## src/rtl/rv_div_pkg.sv

```systemverilog
// Shared types and helpers for the iterative RISC-V divider.
package rv_div_pkg;

    // Operation encoding taken directly from funct3[1:0]
    typedef enum logic [1:0] {
        OP_DIV  = 2'b00,
        OP_DIVU = 2'b01,
        OP_REM  = 2'b10,
        OP_REMU = 2'b11
    } div_op_e;

    typedef enum logic [1:0] {
        IDLE,
        CALC,
        FIX,
        DONE
    } div_state_e;

    // DIV and REM treat their operands as two's-complement values
    function automatic logic is_signed_op(div_op_e op);
        return (op == OP_DIV) || (op == OP_REM);
    endfunction

    // REM and REMU return the remainder instead of the quotient
    function automatic logic is_rem_op(div_op_e op);
        return (op == OP_REM) || (op == OP_REMU);
    endfunction

endpackage

```

## src/rtl/rv_iter_divider_if.sv

```systemverilog
// Request/response bundle between the EX stage and the divider.
interface rv_iter_divider_if #(
    parameter int XLEN = 32
);
    logic            in_valid;
    logic            in_ready;
    logic [2:0]      funct3;
    logic [XLEN-1:0] a;
    logic [XLEN-1:0] b;
    logic            out_valid;
    logic            out_ready;
    logic [XLEN-1:0] result;
    logic            div_by_zero;
    logic            overflow;

    // Pipeline side: issues requests and consumes results
    modport master (
        output in_valid, funct3, a, b, out_ready,
        input  in_ready, out_valid, result, div_by_zero, overflow
    );

    // Divider side
    modport slave (
        input  in_valid, funct3, a, b, out_ready,
        output in_ready, out_valid, result, div_by_zero, overflow
    );
endinterface

```

## src/rtl/rv_div_step.sv

```systemverilog
// Combinational block of UNROLL chained radix-2 restoring division steps.
// Operates on magnitudes only; sign handling lives in the top level.
module rv_div_step #(
    parameter int XLEN   = 32,
    parameter int UNROLL = 1
) (
    input  logic [XLEN-1:0] rem_in,
    input  logic [XLEN-1:0] quot_in,
    input  logic [XLEN-1:0] divisor,
    output logic [XLEN-1:0] rem_out,
    output logic [XLEN-1:0] quot_out
);

    logic [XLEN-1:0] r;
    logic [XLEN-1:0] q;
    logic [XLEN:0]   trial;

    // Shift {rem,quot} left, trial-subtract the divisor and keep the
    // difference whenever it does not borrow. The partial remainder is
    // always below the divisor, so the shifted value fits in XLEN+1 bits and
    // the accepted difference fits back into XLEN bits.
    always_comb begin
        r     = rem_in;
        q     = quot_in;
        trial = '0;
        for (int i = 0; i < UNROLL; i++) begin
            trial = {r, q[XLEN-1]};
            q     = {q[XLEN-2:0], 1'b0};
            if (trial >= {1'b0, divisor}) begin
                r    = trial[XLEN-1:0] - divisor;
                q[0] = 1'b1;
            end else begin
                r = trial[XLEN-1:0];
            end
        end
        rem_out  = r;
        quot_out = q;
    end

endmodule

```

## src/rtl/rv_iter_divider.sv

```systemverilog
// Multi-cycle RV32M/RV64M DIV/DIVU/REM/REMU unit with valid/ready handshake.
// Special cases (divide by zero, signed MIN/-1) bypass the datapath.
module rv_iter_divider
    import rv_div_pkg::*;
#(
    parameter int XLEN   = 32,
    parameter int UNROLL = 1
) (
    input  logic               clk,
    input  logic               reset,
    input  logic               flush,
    output logic               busy,
    rv_iter_divider_if.slave   bus
);

    localparam int              STEPS = XLEN / UNROLL;
    localparam int              CNT_W = $clog2(STEPS);
    localparam logic [CNT_W-1:0] LAST_STEP = CNT_W'(STEPS - 1);
    localparam logic [XLEN-1:0]  SIGNED_MIN = {1'b1, {(XLEN-1){1'b0}}};

    div_state_e      state;
    div_state_e      state_next;
    logic [CNT_W-1:0] count;

    div_op_e         op_q;
    logic            neg_quot_q;
    logic            neg_rem_q;
    logic [XLEN-1:0] rem_q;
    logic [XLEN-1:0] quot_q;
    logic [XLEN-1:0] divisor_q;
    logic [XLEN-1:0] rem_step;
    logic [XLEN-1:0] quot_step;

    logic [XLEN-1:0] result_q;
    logic            dbz_q;
    logic            ovf_q;
    logic            out_valid_q;

    div_op_e         op_in;
    logic            signed_in;
    logic            a_neg_in;
    logic            b_neg_in;
    logic            b_zero_in;
    logic            ovf_in;
    logic            special_in;
    logic [XLEN-1:0] a_mag_in;
    logic [XLEN-1:0] b_mag_in;
    logic [XLEN-1:0] special_res;
    logic [XLEN-1:0] quot_fix;
    logic [XLEN-1:0] rem_fix;
    logic [XLEN-1:0] final_res;
    logic            accept;
    logic            release_result;

    // A flush in the same cycle as a request blocks the accept
    assign accept         = bus.in_valid && (state == IDLE) && !flush;
    assign release_result = out_valid_q && bus.out_ready;

    // Decode the incoming request: op, operand signs, magnitudes, special cases
    always_comb begin
        op_in      = div_op_e'(bus.funct3[1:0]);
        signed_in  = is_signed_op(op_in);
        a_neg_in   = signed_in && bus.a[XLEN-1];
        b_neg_in   = signed_in && bus.b[XLEN-1];
        a_mag_in   = a_neg_in ? -bus.a : bus.a;
        b_mag_in   = b_neg_in ? -bus.b : bus.b;
        b_zero_in  = (bus.b == '0);
        ovf_in     = signed_in && (bus.a == SIGNED_MIN) && (bus.b == '1);
        special_in = b_zero_in || ovf_in;
        if (b_zero_in) begin
            special_res = is_rem_op(op_in) ? bus.a : '1;
        end else begin
            special_res = is_rem_op(op_in) ? '0 : bus.a;
        end
    end

    // Sign correction applied once the magnitudes have been divided
    always_comb begin
        quot_fix  = neg_quot_q ? -quot_q : quot_q;
        rem_fix   = neg_rem_q ? -rem_q : rem_q;
        final_res = is_rem_op(op_q) ? rem_fix : quot_fix;
    end

    rv_div_step #(
        .XLEN   (XLEN),
        .UNROLL (UNROLL)
    ) u_step (
        .rem_in   (rem_q),
        .quot_in  (quot_q),
        .divisor  (divisor_q),
        .rem_out  (rem_step),
        .quot_out (quot_step)
    );

    // State register
    always_ff @(posedge clk or posedge reset) begin
        if (reset) begin
            state <= IDLE;
        end else begin
            state <= state_next;
        end
    end

    // Next-state logic; flush returns to IDLE from anywhere
    always_comb begin
        state_next = state;
        case (state)
            IDLE: begin
                if (accept) begin
                    state_next = special_in ? DONE : CALC;
                end
            end
            CALC: begin
                if (count == LAST_STEP) begin
                    state_next = FIX;
                end
            end
            FIX: begin
                state_next = DONE;
            end
            DONE: begin
                if (release_result) begin
                    state_next = IDLE;
                end
            end
            default: begin
                state_next = IDLE;
            end
        endcase
        if (flush) begin
            state_next = IDLE;
        end
    end

    // Operand capture on accept, iteration in CALC, sign fix-up in FIX
    always_ff @(posedge clk or posedge reset) begin
        if (reset) begin
            op_q       <= OP_DIV;
            neg_quot_q <= 1'b0;
            neg_rem_q  <= 1'b0;
            rem_q      <= '0;
            quot_q     <= '0;
            divisor_q  <= '0;
            count      <= '0;
            result_q   <= '0;
            dbz_q      <= 1'b0;
            ovf_q      <= 1'b0;
        end else if (!flush) begin
            case (state)
                IDLE: begin
                    if (accept) begin
                        op_q       <= op_in;
                        neg_quot_q <= a_neg_in ^ b_neg_in;
                        neg_rem_q  <= a_neg_in;
                        rem_q      <= '0;
                        quot_q     <= a_mag_in;
                        divisor_q  <= b_mag_in;
                        count      <= '0;
                        dbz_q      <= b_zero_in;
                        ovf_q      <= ovf_in && !b_zero_in;
                        if (special_in) begin
                            result_q <= special_res;
                        end
                    end
                end
                CALC: begin
                    rem_q  <= rem_step;
                    quot_q <= quot_step;
                    count  <= count + 1'b1;
                end
                FIX: begin
                    result_q <= final_res;
                end
                default: begin
                end
            endcase
        end
    end

    // Result becomes visible one edge after DONE is entered and stays until taken
    always_ff @(posedge clk or posedge reset) begin
        if (reset) begin
            out_valid_q <= 1'b0;
        end else if (flush) begin
            out_valid_q <= 1'b0;
        end else begin
            out_valid_q <= (state == DONE) && !release_result;
        end
    end

    assign bus.in_ready    = (state == IDLE);
    assign bus.out_valid   = out_valid_q;
    assign bus.result      = result_q;
    assign bus.div_by_zero = dbz_q;
    assign bus.overflow    = ovf_q;
    assign busy            = (state != IDLE);

endmodule
```

## src/flat_wrapper.sv

```systemverilog
// flat-port wrapper written by rule: the top's interface ports become plain ports
module rv_iter_divider_flat import rv_div_pkg::*;
#(
    parameter int XLEN   = 32,
    parameter int UNROLL = 1
)
  (clk, reset, flush, busy, bus_in_valid, bus_funct3, bus_a, bus_b, bus_out_ready, bus_in_ready, bus_out_valid, bus_result, bus_div_by_zero, bus_overflow);
  rv_iter_divider_if #(.XLEN(XLEN)) bus_i ();
  input  logic clk;
  input  logic reset;
  input  logic flush;
  output logic busy;
  input wire logic [$bits(bus_i.in_valid)-1:0] bus_in_valid;
  input wire logic [$bits(bus_i.funct3)-1:0] bus_funct3;
  input wire logic [$bits(bus_i.a)-1:0] bus_a;
  input wire logic [$bits(bus_i.b)-1:0] bus_b;
  input wire logic [$bits(bus_i.out_ready)-1:0] bus_out_ready;
  output wire logic [$bits(bus_i.in_ready)-1:0] bus_in_ready;
  output wire logic [$bits(bus_i.out_valid)-1:0] bus_out_valid;
  output wire logic [$bits(bus_i.result)-1:0] bus_result;
  output wire logic [$bits(bus_i.div_by_zero)-1:0] bus_div_by_zero;
  output wire logic [$bits(bus_i.overflow)-1:0] bus_overflow;
  assign bus_i.in_valid = bus_in_valid;
  assign bus_i.funct3 = bus_funct3;
  assign bus_i.a = bus_a;
  assign bus_i.b = bus_b;
  assign bus_i.out_ready = bus_out_ready;
  assign bus_in_ready = bus_i.in_ready;
  assign bus_out_valid = bus_i.out_valid;
  assign bus_result = bus_i.result;
  assign bus_div_by_zero = bus_i.div_by_zero;
  assign bus_overflow = bus_i.overflow;
  rv_iter_divider #(.XLEN(XLEN), .UNROLL(UNROLL)) u_core (.clk(clk), .reset(reset), .flush(flush), .busy(busy), .bus(bus_i));
endmodule
```

## config.mk

```make
export PLATFORM = sky130hd
export DESIGN_NAME = rv_iter_divider_flat
export DESIGN_NICKNAME = d
export VERILOG_FILES = /design/src/rtl/rv_div_pkg.sv /design/src/rtl/rv_iter_divider_if.sv /design/src/rtl/rv_div_step.sv /design/src/rtl/rv_iter_divider.sv /design/src/flat_wrapper.sv
export SDC_FILE = /design/constraint.sdc
export NUM_CORES = 1
export LEC_CHECK = 0
export BUFFER_PORTS_ARGS = -buffer_cell sky130_fd_sc_hd__buf_2
export CAP_MARGIN = 20
export CELL_PAD_IN_SITES_DETAIL_PLACEMENT = 1
export CELL_PAD_IN_SITES_GLOBAL_PLACEMENT = 2
export CORE_MARGIN = 2
export CORE_UTILIZATION = 30
export CTS_BUF_LIST = sky130_fd_sc_hd__clkbuf_16
export DETAILED_ROUTE_END_ITERATION = 12
export GPL_TIMING_DRIVEN = 0
export PLACE_DENSITY_LB_ADDON = 0.2
export SYNTH_ARGS = -nofsm -noshare
export SYNTH_HDL_FRONTEND = slang
export SYNTH_SLANG_ARGS = --single-unit
```

## constraint.sdc

```tcl
create_clock -name clk -period 9.6 [get_ports clk]
set_input_delay 1.92 -clock clk [delete_from_list [all_inputs] [get_ports clk]]
set_output_delay 1.92 -clock clk [all_outputs]
set_load 0.01 [all_outputs]
```

## After elaboration in Yosys (flattened, before gate mapping)

Cells that the tools add are included.

| operators by class | value |
|---|---|
| reduce and logical (&&, ||, !) cells | 26 |
| bitwise logic cells | 2 |
| mux-type cells | 26 |
| magnitude comparators | 1 |
| add/sub/neg operators | 6 |
| equal/unequal tests | 15 |

Operators by type and width:

| operator | count |
|---|---|
| 32-bit 2-to-1 mux | 13 |
| 32-bit one-hot mux with 2 select lines | 3 |
| 32-bit negation | 4 |
| 32-bit == test, second input constant | 2 |
| 33-bit by 32-bit >= comparator with 1-bit output | 1 |
| 32-bit zero test | 1 |
| 32-bit subtractor | 1 |
| 2-bit == test, second input constant | 6 |
| 2-bit 2-to-1 mux | 5 |
| 5-bit one-hot mux with 2 select lines | 1 |
| 1-bit logical AND | 9 |
| 3-bit by 2-bit inequality test with 1-bit output, second input constant | 3 |
| 3-bit AND reduction | 3 |
| 2-bit one-hot mux with 4 select lines | 1 |
| 2-bit nonzero test | 3 |
| 5-bit by 1-bit adder with 5-bit output, second input constant | 1 |
| 5-bit == test, second input constant | 1 |
| 5-bit 2-to-1 mux | 1 |
| 2-bit zero test | 2 |
| 1-bit logical OR | 4 |
| 2-bit by 1-bit inequality test with 1-bit output, second input constant | 2 |
| 4-bit AND reduction | 1 |
| 1-bit zero test | 3 |
| 2-bit by 1-bit == test with 1-bit output, second input constant | 1 |
| 3 further kinds | 4 |

| word-level totals | value |
|---|---|
| bits in registers | 142 |
| input bits | 72 |

## Longest topological paths before layout

| depth | value |
|---|---|
| depth after elaboration | 9 |
| gate-level depth with buffers | 13 |

## Hierarchy

From an unflattened synthesis, not the netlist that was laid out.

| second synthesis, totals | value |
|---|---|
| cell total of the unflattened synthesis | 1403 |
| area, all modules | 11858.9 µm² |

Modules (own cells, without submodules):

| module | sequential area each (µm²) | cells an instance | instances | area each (µm²) |
|---|---|---|---|---|
| rv_iter_divider | 3528.4 | 1058 | 1 | 9260.1 |
| rv_div_step | 0.0 | 345 | 1 | 2598.7 |

## Worst setup path before layout

OpenSTA, ideal clock, no wires.

| timing | value |
|---|---|
| kind | input -> register |
| start point | input port bus_b[0] |
| end point | register u_core.result_q[16], in the netlist u_core.bus.result[16] |
| setup time | 125 ps |
| stages on the path | 9 |
| slack | 5333 ps |
| data arrival time | 4142 ps |
| buffers on the path | 0 |
| path through | inv_1 > ha_1 > or3b_2 > nor3_1 > nor4b_4 > o21bai_1 > nand3_1 > a21oi_4 > mux2_2 |

| on the way | value |
|---|---|
| cells in the longest elaborated chain, start to end | 5 |
| elaborated cells on any way between the ends | 10 |
| classes of those cells | 2 x eq/ne; 4 x mux; 4 x reduce/logical |

Ends and longest elaborated chain:

| what | RTL line | RTL |
|---|---|---|
| from (decl) | flat_wrapper.sv:16 | `input wire logic [$bits(bus_i.b)-1:0] bus_b;` |
| 32-bit zero test / 32-bit == test (equally long branches) | rv_iter_divider.sv:67, rv_iter_divider.sv:68 |  |
| 32-bit 2-to-1 mux / 1-bit logical AND (equally long branches) | rv_iter_divider.sv:70, rv_iter_divider.sv:68 |  |
| 32-bit 2-to-1 mux / 1-bit logical OR (equally long branches) | rv_iter_divider.sv:161, rv_iter_divider.sv:69 |  |
| 32-bit 2-to-1 mux / 2-bit by 1-bit inequality test with 1-bit output (equally long branches) | -- |  |
| 32-bit one-hot mux with 2 select lines / 4-bit AND reduction (equally long branches) | -- |  |
| to (signal assigned) | rv_iter_divider.sv:162 | `result_q <= special_res;` |
| to (signal assigned) | rv_iter_divider.sv:172 | `result_q <= final_res;` |
| to (decl) | rv_iter_divider.sv:34 | `logic [XLEN-1:0] result_q;` |

Parallel ways exist; a longest one is shown, timed or not. The select of a mux whose other input is x is not followed.
A chain may end at the register's enable or synchronous reset.

## Final worst setup path

| timing | value |
|---|---|
| start point | input port bus_a[12] |
| end point | register u_core.result_q[30], in the netlist u_core.bus.result[30] |

| on the way | value |
|---|---|
| cells in the longest elaborated chain, start to end | 6 |

Ends and longest elaborated chain:

| what | RTL line | RTL |
|---|---|---|
| from (decl) | flat_wrapper.sv:15 | `input wire logic [$bits(bus_i.a)-1:0] bus_a;` |
| 32-bit == test | rv_iter_divider.sv:68 | `ovf_in = signed_in && (bus.a == SIGNED_MIN) && (bus.b == '1);` |
| 1-bit logical AND (2 in a row) | rv_iter_divider.sv:68 |  |
| 1-bit logical OR | rv_iter_divider.sv:69 | `special_in = b_zero_in \|\| ovf_in;` |
| 2-bit by 1-bit inequality test with 1-bit output (no source line) | -- |  |
| 4-bit AND reduction (no source line) | -- |  |

No other way between the ends.

==> results.py <==
metrics = {
    "outcome": {
        "status": "finished clean",
    },
    "cells_and_area": {
        "nets": 1741,
        "finalCoreUtilization_pct": 35.0,
        "area.growth.synth_to_final_pct": 15.6,
        "final_common_cell": "sky130_fd_sc_hd__nand2_1",
        "multiInputGateArea_um2": 7510,
        "top_library_cells_by_usage_in_the_layout_fill_and_taps_aside": "sky130_fd_sc_hd__nand2_1 (143), sky130_fd_sc_hd__dfrtp_1 (141), sky130_fd_sc_hd__nor2_1 (138)",
        "n_antenna_cell": 0,
        "final_layout_size_suffix_gt1_share_pct": 10.3,
        "ff_latch_area_um2": 3530,
        "fillCellCount": 4777,
    },
    "sta": {
        "hold_violations": 0,
        "timing.clock.skew_ns": 0.0106,
        "timing.max_slew.rel_slack_pct": 29.5,
        "finalSetupTns_ns": 0,
        "rsz0062_at_grt": "no",
        "worst_hold_slack_ns": 0.478,
        "period_share_pct": 55.3,
        "tightest_slew_ns": 1.05,
        "fmax_mhz": 188,
        "final.min_clock_period_ns": 5.31,
        "setup-violations-final": 0,
        "slew_viol_final": 0,
    },
    "critical_path": {
        "startpoint_type": "primary input",
        "timing_worst_setup_path_type": "primary input to flop",
        "timing.critical_path.fanout_max": 10,
        "cp.required_ns": 9.91,
        "worst_setup_path_end_kind": "flop",
        "critical_path_arrival_ns": 5.62,
    },
    "power_and_ir_drop": {
        "netSwitchingPower_mw": 2.44,
        "swShare_pct": 52.3,
        "leakage_nw": 5.60,
        "power_density_nw_per_um2": 347,
        "p_seq_share_pct": 24.1,
        "max-vdd-ir-drop_uv": 150,
        "clkPwrFrac_pct": 15.1,
        "power_frac_comb_pct": 60.8,
        "p_int_mw": 2.23,
        "fin_total_pwr_mw": 4.68,
    },
    "clock_network": {
        "cts-buffers-inserted": 17,
        "tritoncts": "yes",
        "tritoncts_num_sinks": 141,
        "post_cts_resize_count": 0,
        "hold_fix_buffers_cts": 0,
        "insertion_delay_ns": 0.45,
        "htreeDepth": 4,
        "cts.repair_timing.setup_buffer_count": 0,
        "cts-root-buf": "sky130_fd_sc_hd__clkbuf_16",
        "clk_path_buf_depth": 2,
        "path_clk_slew_ns": 0.07,
    },
    "synth": {
        "synth_cells": 1497,
        "yosysWarningCount": 0,
        "synth_area_per_cell_um2": 7.78,
        "net_count_after_synthesis": 1613,
        "synth-seq-area-share_pct": 30.3,
        "synthFlopType": "sky130_fd_sc_hd__dfrtp_1",
        "synth.ff_latch_count": 141,
        "synth_async_sr_flop_share_pct": 100,
        "synth.cell_area_um2": 11700,
        "netlist-cell-type-count": 70,
        "number_of_enable_type_register_cells_in_the_synthesized_netlist": 0,
    },
    "floorplan": {
        "pin_count": 109,
        "die-height_um": 201,
        "coreArea_um2": 38500,
        "cell_row_count": 72,
        "die_area_um2": 40400,
        "initial_utilization_pct": 30.3,
        "fp.dieW_um": 201,
    },
    "global_routing": {
        "grt_pass1_wl_um": 75900,
        "global_route.usage.total_pct": 24.5,
        "initial_antenna_violation_count": 0,
        "grt_overflow": 0,
        "grt_max_degree": 80,
        "first_global_vias": 12200,
    },
    "routing": {
        "drt_first_iter_violations": 713,
        "dr.pass1.iters": 5,
        "total_number_of_vias": 12000,
        "number_of_nets_still_failing_antenna_checks_after_routing": 0,
        "route.detailed.vias_per_inst": 5.58,
        "drcViolationCount": 0,
        "route.final.wire_length_um": 49400,
        "wire_per_inst_um": 22.9,
    },
    "placement": {
        "dp_hpwl_um": 39500,
        "routabilityCongestion": 0.863,
        "io_buffer_count": 106,
    },
    "worst_hold_path": {
        "timing.hold.worst.class": "flop to flop",
    },
    "run": {
        "cap_viol_max_count": 0,
    },
}
[cells by family after synthesis]
group / synth area share, %
flops: 30.3
buf+inv: 5.29
fa+ha+maj: 6.25
compound gates: 26.6
simple gates: 20.1
xor+xnor: 10.6
mux: 0.827
[registers in the layout (all words and copies together), names as in the netlist]
signal and cells:
u_core.bus.div_by_zero 1, u_core.count 5, u_core.neg_quot_q 1, u_core.bus.out_valid 1, u_core.divisor_q 32, u_core.neg_rem_q 1, u_core.op_q 1, u_core.rem_q 32
u_core.quot_q 32, u_core.bus.result 32, u_core.bus.overflow 1, u_core.state 2
[final timing paths]
check                                      from               endpoint  slack, ns  cells past startpoint
setup / recovery                      bus_a[12]  u_core.bus.result[30]       4.29                      9
hold / removal             u_core.divisor_q[30]   u_core.divisor_q[30]       0.48                      2
setup reg to reg                u_core.rem_q[9]       u_core.rem_q[26]       5.41                     11
hold reg to reg            u_core.divisor_q[30]   u_core.divisor_q[30]       0.48                      2
max in group asynchronous                 reset   u_core.divisor_q[22]       7.12                      3
min in group asynchronous                 reset   u_core.bus.result[5]       1.62                      2
[synthesized netlist by cell type, types with 14 or more instances]
master | instances | share of area (%)
sky130_fd_sc_hd__o41ai_1 | 21 | 1.6
sky130_fd_sc_hd__nor3_1 | 43 | 1.8
sky130_fd_sc_hd__dfrtp_1 | 141 | 30
sky130_fd_sc_hd__o21ai_0 | 127 | 5.5
sky130_fd_sc_hd__ha_1 | 43 | 4.6
sky130_fd_sc_hd__o22ai_1 | 29 | 1.6
sky130_fd_sc_hd__nand4_1 | 26 | 1.4
sky130_fd_sc_hd__clkbuf_1 | 82 | 2.6
sky130_fd_sc_hd__a31oi_1 | 16 | 0.86
sky130_fd_sc_hd__xnor2_1 | 70 | 5.3
sky130_fd_sc_hd__nor4_1 | 17 | 0.91
sky130_fd_sc_hd__xor2_1 | 71 | 5.3
sky130_fd_sc_hd__a21oi_1 | 134 | 5.8
sky130_fd_sc_hd__or4_1 | 14 | 0.90
sky130_fd_sc_hd__inv_1 | 57 | 1.8
sky130_fd_sc_hd__and3_1 | 23 | 1.2
sky130_fd_sc_hd__nand3_1 | 37 | 1.6
sky130_fd_sc_hd__nand2_1 | 143 | 4.6
sky130_fd_sc_hd__nor2_1 | 138 | 4.4
sky130_fd_sc_hd__o31ai_1 | 35 | 2.3
sky130_fd_sc_hd__maj3_1 | 17 | 1.5
sky130_fd_sc_hd__o211ai_1 | 14 | 0.90
[cell type report]
| type | instances | area share, % |
|---|---|---|
| inverters | 58 | 1.65 |
| plain buffers | 101 | 2.96 |
| flip-flops and latches | 141 | 26.2 |
| clock buffers | 17 | 3.16 |
| multi-input cells | 1197 | 55.7 |
| repair buffers | 109 | 4.21 |
| clock inverters | 15 | 1.28 |
| well taps | 518 | 4.81 |
[power groups by stage]
stage | sequential (mW) | combinational [mW] | clock, mW
2_1_floorplan | 1.06 | 1.91 | 0
3_3_place_gp | 1.12 | 2.79 | 0
3_5_place_dp | 1.13 | 2.83 | 0
4_1_cts | 1.12 | 2.84 | 0.719
5_1_grt | 1.17 | 3.16 | 0.738
6_report | 1.12 | 2.84 | 0.707
[per-stage QoR]
stage | setup slack (ns) | instances | area [µm²]
global placement | 1.64 | 2121 | 12800
CTS | 4.31 | 2156 | 13500
global route | 4.13 | 2156 | 13500
detailed placement | 3.83 | 2124 | 12900
finish | 4.29 | 2156 | 13500
floorplan | 3.90 | 1497 | 11700
[metal layers]
metal	GRT usage [%]	up-vias	share of wire [%]
met5	0	-	0
met4	6.93	0	2.2
met3	2.97	47	3.2
met2	43.6	258	50
met1	31.1	6002	45
li1	-	5715	-
[critical path: stages]
cell	delay [ns]
sky130_fd_sc_hd__buf_2	0.12
sky130_fd_sc_hd__nor4_1	0.59
sky130_fd_sc_hd__nor3b_1	0.64
sky130_fd_sc_hd__nand4_1	0.51
sky130_fd_sc_hd__o21bai_1	0.65
sky130_fd_sc_hd__nand3_1	0.23
sky130_fd_sc_hd__a21oi_4	0.40
sky130_fd_sc_hd__buf_2	0.37
sky130_fd_sc_hd__a41oi_1	0.16
Power figures use the tool's default switching activity.
